[config.mk]
export PLATFORM = sky130hd
export DESIGN_NAME = fetch_buffer
export DESIGN_NICKNAME = d
export VERILOG_FILES = /design/src/rtl/fetch_buffer.sv
export SDC_FILE = /design/constraint.sdc
export NUM_CORES = 1
export LEC_CHECK = 0
export ABC_AREA = 1
export ABC_CLOCK_PERIOD_IN_PS = 4350
export BUFFER_PORTS_ARGS = -buffer_cell sky130_fd_sc_hd__buf_2
export CORE_UTILIZATION = 55
export CTS_BUF_LIST = sky130_fd_sc_hd__clkbuf_8 sky130_fd_sc_hd__clkbuf_16
export DETAILED_ROUTE_END_ITERATION = 12
export PLACE_DENSITY = 0.78
export SLEW_MARGIN = 20
export SYNTH_ARGS = -nofsm -noshare
export SYNTH_HDL_FRONTEND = slang
export SYNTH_SLANG_ARGS = --single-unit
[constraint.sdc]
create_clock -name clk -period 4.35 [get_ports clk]
set_input_delay 0 -clock clk [delete_from_list [all_inputs] [get_ports clk]]
set_output_delay 0 -clock clk [all_outputs]
set_load 0.02 [all_outputs]
[src/rtl/fetch_buffer.sv]
// Instruction fetch buffer: in-order imem requests, DEPTH-slot circular buffer, valid/ready to decode.
// Optional `FETCH_PERF_EN adds saturating stall and discarded-response counters.
module fetch_buffer #(
  parameter int ADDRESS_WIDTH = 32,
  parameter int DATA_WIDTH    = 32,
  parameter int DEPTH         = 4
) (
  input  logic                     clk,
  input  logic                     rst,
  input  logic [ADDRESS_WIDTH-1:0] pc,
  output logic                     pc_en,
  input  logic                     redirect,
  output logic                     imem_req,
  output logic [ADDRESS_WIDTH-1:0] imem_addr,
  input  logic                     imem_gnt,
  input  logic                     imem_rvalid,
  input  logic [DATA_WIDTH-1:0]    imem_rdata,
  output logic                     instr_valid,
  input  logic                     instr_ready,
  output logic [DATA_WIDTH-1:0]    instr,
  output logic [ADDRESS_WIDTH-1:0] instr_pc
`ifdef FETCH_PERF_EN
  ,
  output logic [31:0]              perf_stall_cycles,
  output logic [31:0]              perf_discards
`endif
);

  localparam int IW = $clog2(DEPTH);
  localparam int PW = IW + 1;
  localparam logic [PW:0] DEPTH_W = (PW+1)'(DEPTH);

  // Pointers carry one extra wrap bit so full and empty are distinguishable.
  logic [PW-1:0] tail, fill, head;
  logic [PW-1:0] discard_cnt;
  logic [PW-1:0] occ, pend;
  logic          has_credit, accept, pop, drop, write_fill;

  logic [DATA_WIDTH-1:0]    slot_instr [DEPTH];
  logic [ADDRESS_WIDTH-1:0] slot_pc    [DEPTH];

  // NOTE: every always_comb output gets a value on every path, so no latches are inferred.
  always_comb begin
    occ         = tail - head;
    pend        = tail - fill;
    // Credits count in-flight responses still owed to a flushed stream.
    has_credit  = ({1'b0, occ} + {1'b0, discard_cnt}) < DEPTH_W;
    imem_req    = rst && !redirect && has_credit;
    accept      = imem_req && imem_gnt;
    pc_en       = rst && (redirect || accept);
    instr_valid = rst && !redirect && (head != fill);
    pop         = instr_valid && instr_ready;
    drop        = imem_rvalid && (redirect || discard_cnt != '0);
    write_fill  = imem_rvalid && !redirect && discard_cnt == '0 && pend != '0;
  end

  assign imem_addr = pc;
  assign instr     = slot_instr[head[IW-1:0]];
  assign instr_pc  = slot_pc[head[IW-1:0]];

  // NOTE: sequential state uses non-blocking assignments so all updates see pre-edge values.
  always_ff @(posedge clk or negedge rst) begin
    if (!rst) begin
      tail        <= '0;
      fill        <= '0;
      head        <= '0;
      discard_cnt <= '0;
    end else if (redirect) begin
      tail        <= '0;
      fill        <= '0;
      head        <= '0;
      discard_cnt <= discard_cnt + pend - PW'(imem_rvalid);
    end else begin
      if (accept) tail <= tail + PW'(1);
      if (imem_rvalid && discard_cnt != '0) discard_cnt <= discard_cnt - PW'(1);
      if (write_fill) fill <= fill + PW'(1);
      if (pop) head <= head + PW'(1);
    end
  end

  // NOTE: slot storage has no reset; validity lives entirely in the pointers.
  always_ff @(posedge clk) begin
    if (accept)     slot_pc[tail[IW-1:0]]    <= pc;
    if (write_fill) slot_instr[fill[IW-1:0]] <= imem_rdata;
  end

`ifdef FETCH_PERF_EN
  always_ff @(posedge clk or negedge rst) begin
    if (!rst) begin
      perf_stall_cycles <= '0;
      perf_discards     <= '0;
    end else begin
      if (!imem_req && perf_stall_cycles != '1) perf_stall_cycles <= perf_stall_cycles + 32'd1;
      if (drop && perf_discards != '1)          perf_discards     <= perf_discards + 32'd1;
    end
  end
`else
  logic unused_drop;
  assign unused_drop = drop;
`endif

  // A response must belong either to a live request or to a flushed one.
  resp_has_owner: assert property (@(posedge clk) disable iff (!rst)
    imem_rvalid |-> (pend != '0 || discard_cnt != '0));

endmodule

==> results by group <==
Run status
  • Status: finished, final reports clean

Worst setup path
  • Worst path cell trace: ha_1 > inv_1 > fa_1 > xor2_1 > ha_1 > nor2_1 > o21ai_0 > nor3_4 > nand2_4 > nor2_4 > buf_12
  • Slowest-stage cell, CP: dfrtp_4
  • Req. time, crit path: 4.58 ns
  • Maximum fanout along the worst path: 30
  • R2r endpoint: slot_pc[0][24]
  • Startpoint Class: register
  • CP max stage delay: 0.63 ns
  • CP Class: reg2reg
  • Worst r2r src: head[0]
  • Most used cell, CP: ha_1
  • Critical Path Sink Type: register
  • R2R Setup Slk: 0.99 ns
  • Worst reg2reg path depth: 11
  • Critical Path AT: 3.59 ns

Yosys
  • Register area share after synthesis: 73.4%
  • Post-synth ARST share: 4.48%
  • Commonest cells post-synth: 256 x edfxtp_1, 141 x nor2_1, 117 x o21ai_0, 64 x o22ai_1, 42 x nand2_1
  • Top cell type's share of synthesized area: 70.6%
  • Ranking of synthesized cells by area: edfxtp_1 71%, o21ai_0 5.4%, nor2_1 4.9%, o22ai_1 3.7%, buf_4 2.8%
  • Cell with the most instances after synthesis: edfxtp_1
  • Synth cell types: 26
  • Most used DFF post-synth: edfxtp_1
  • Mapped cell area: 0.0109 sq mm
  • Ys Warns: 0
  • Post-synthesis cell count: 814
  • Number of synthesized flops with an enable pin: 256
  • Syn_nets: 905
  • Area leader, netlist: edfxtp_1
  • #FFs+latches synth: 268
  • Mean post-synth cell area: 13.4 sq um

Floorplanning
  • Die area: 0.0204 sq mm
  • Io pins: 169
  • Die X: 143 um
  • Die Ht: 143 um
  • Rows: 51
  • Core region area: 0.0194 sq mm
  • Initial Util: 56.1%

CTS
  • Sink Count: 268
  • TritonCTS clock tree: built
  • H-tree levels: 1
  • Root Driver: clkbuf_16
  • Post-CTS sizing: 0
  • Postcts setup bufs: 0
  • Clock latency on the worst-skew pair: 0.53 ns
  • CTS Buf Count: 27
  • Clock Tree Buf Depth: 3
  • Clock Pin Slew Worst Setup and Hold Paths: 0.06 ns

STA
  • Clk_skew: 0.00770 ns
  • RSZ-0062 raised after global routing: false
  • Final Hold Fails: 0
  • Measured slew at the worst slew-check pin: 1.09 ns
  • Final worst path period need: 3.36 ns
  • Endpoints failing setup: 0
  • Slew Limit Headroom: 27.5%
  • FMAX: 298 MHz
  • Slew Limit Fails: 0
  • Final TNS setup: 0 ns
  • Period utilization: 77.2%
  • Worst hold slack: 0.220 ns

Power
  • Leak Pwr: 5.00 nW
  • Power, Total: 5.64 mW
  • Register share of total power: 51.5%
  • P_sw: 1.27 mW
  • Clk pwr share: 39.7%
  • Combinational Power Share: 8.8%
  • Switching part of the total: 22.6%
  • Peak supply drop: 0.355 mV
  • Pint: 4.36 mW
  • Pwr dens: 423 mW/mm^2

Drt
  • Initial DRC Count: 644
  • DRC viols: 0
  • Post-DR wirelength/cell: 17.9 um
  • Total length of routed wires: 23400 um
  • DR vias/cell: 5.52
  • DR pass1 iterations: 5
  • Antenna-violating nets left: 0
  • Vias: 7190

Placement
  • Cells after DPL: 1180
  • Gpl congestion: 0.825
  • # port buffers: 168
  • HPWL Detailed: 12700 um

Hold path
  • Hold depth: 2
  • Min-delay src: imem_rdata[23]
  • Worst min-delay path class: in2reg
  • Hold endpoint: slot_instr[3][23]

Cells and area
  • Util after Layout: 68.7%
  • Area delta synth->final: 22.5%
  • Antenna fix cells: 0
  • Net count, final: 1107
  • Ratio of cells with drive above 1 in the final layout: 23.0%
  • Post-route insts no fill: 1302
  • Filler instances: 1314

Global routing
  • Total congestion overflow: 0
  • First-pass GRT wire length: 35800 um
  • Largest net degree at the start of global routing: 111
  • Via count of the first global-routing pass: 6966
  • Initial antenna violation count: 0
  • Total track usage: 23.0%

Flow run
  • Max_cap viols: 0
[power groups by stage]
| stage | Sequential [mW] | Clock (mW) | Combinational, mW |
|---|---|---|---|
| 3_5_place_dp | 2.95 | 0 | 0.442 |
| 2_1_floorplan | 2.95 | 0 | 0.295 |
| 6_report | 2.90 | 2.24 | 0.494 |
| 5_1_grt | 2.91 | 2.36 | 0.554 |
| 4_1_cts | 2.90 | 2.26 | 0.493 |
| 3_3_place_gp | 2.95 | 0 | 0.423 |
[sequential cells by signal, indices dropped and copies added (netlist names)]
name         cells
tail             3
discard_cnt      3
head             3
fill             3
slot_pc        128
slot_instr     128
[routing by layer]
layer,up-vias,wire (um),GRT usage (%)
met2,267,11800,39.5
met1,3544,9670,30.3
met3,43,1390,3.09
li1,3336,-,-
met5,-,0,0
met4,0,526,8.26
[cells by family (layout without fill, tap and decap cells)]
group	Yosys count	count (layout)	synth area share, %
and+or+nand+nor	211	211	7.89
DFF	268	268	73.4
xor gates and xnor gates	8	8	0.644
adders and majority gates	21	21	2.62
buffers and inverters	106	329	5.48
AOI/OAI and AO/OA	200	200	9.96
[how the worst max path moves through the flow]
stage                     startpoint  slack, ns             end
after floorplan              head[1]       0.31   slot_pc[0][0]
after global placement       head[0]       1.07   slot_pc[1][0]
after detailed placement     head[0]       0.96   slot_pc[1][0]
after CTS                    head[0]       0.94  slot_pc[1][11]
after global routing         head[0]       0.74  slot_pc[0][10]
final                        head[0]       0.99  slot_pc[0][24]
[worst max-delay path, delay by kind of cell (launching register included)]
| kind | cells | cell delay (ns) |
|---|---|---|
| AND/OR/NAND/NOR | 4 | 0.96 |
| adder cells (fa/ha/maj) | 3 | 0.87 |
| flip-flops | 1 | 0.63 |
| buffers and inverters | 2 | 0.29 |
| XOR/XNOR | 1 | 0.17 |
| AO/OA/AOI/OAI | 1 | 0.14 |
[through the flow]
step	cell area (sq um)	worst slack, ns
after global routing	13300	0.740
after CTS	13300	0.941
after detailed placement	11700	0.959
after floorplan	10900	0.312
final	13300	0.993
after global placement	11700	1.07
[what timing repair did]
action	CTS	global route
endpoints found under the setup margin	0	0
hold buffers	72	0
hold endpoints to repair	280	0
[layout by cell type, fill, tap and decap left out, drive strengths merged]
cell,Yosys,layout
xnor2,5,5
nor3,1,1
edfxtp,256,256
o22ai,64,64
dfrtp,12,12
fa,3,3
clkbuf,22,29
nand4,4,4
a21boi,1,1
o21ai,135,135
clkinv,0,7
xor2,3,3
buf,53,176
inv,31,41
nand3,19,19
clkinvlp,0,2
ha,18,18
nand2,46,46
bufinv,0,2
nor2,141,141
dlygate4sd3,0,72
[final cells by class]
cell class	count	area [sq um]	area share (%)
Clock inverter	21	168	1.26
Sequential cell	268	7990	59.9
Timing Repair Buffer	248	1660	12.4
Multi-Input combinational cell	440	2360	17.7
Tap cell	265	332	2.49
Clock buffer	29	703	5.27
Inverter	31	121	0.910
(Power assumes the default switching activity.)
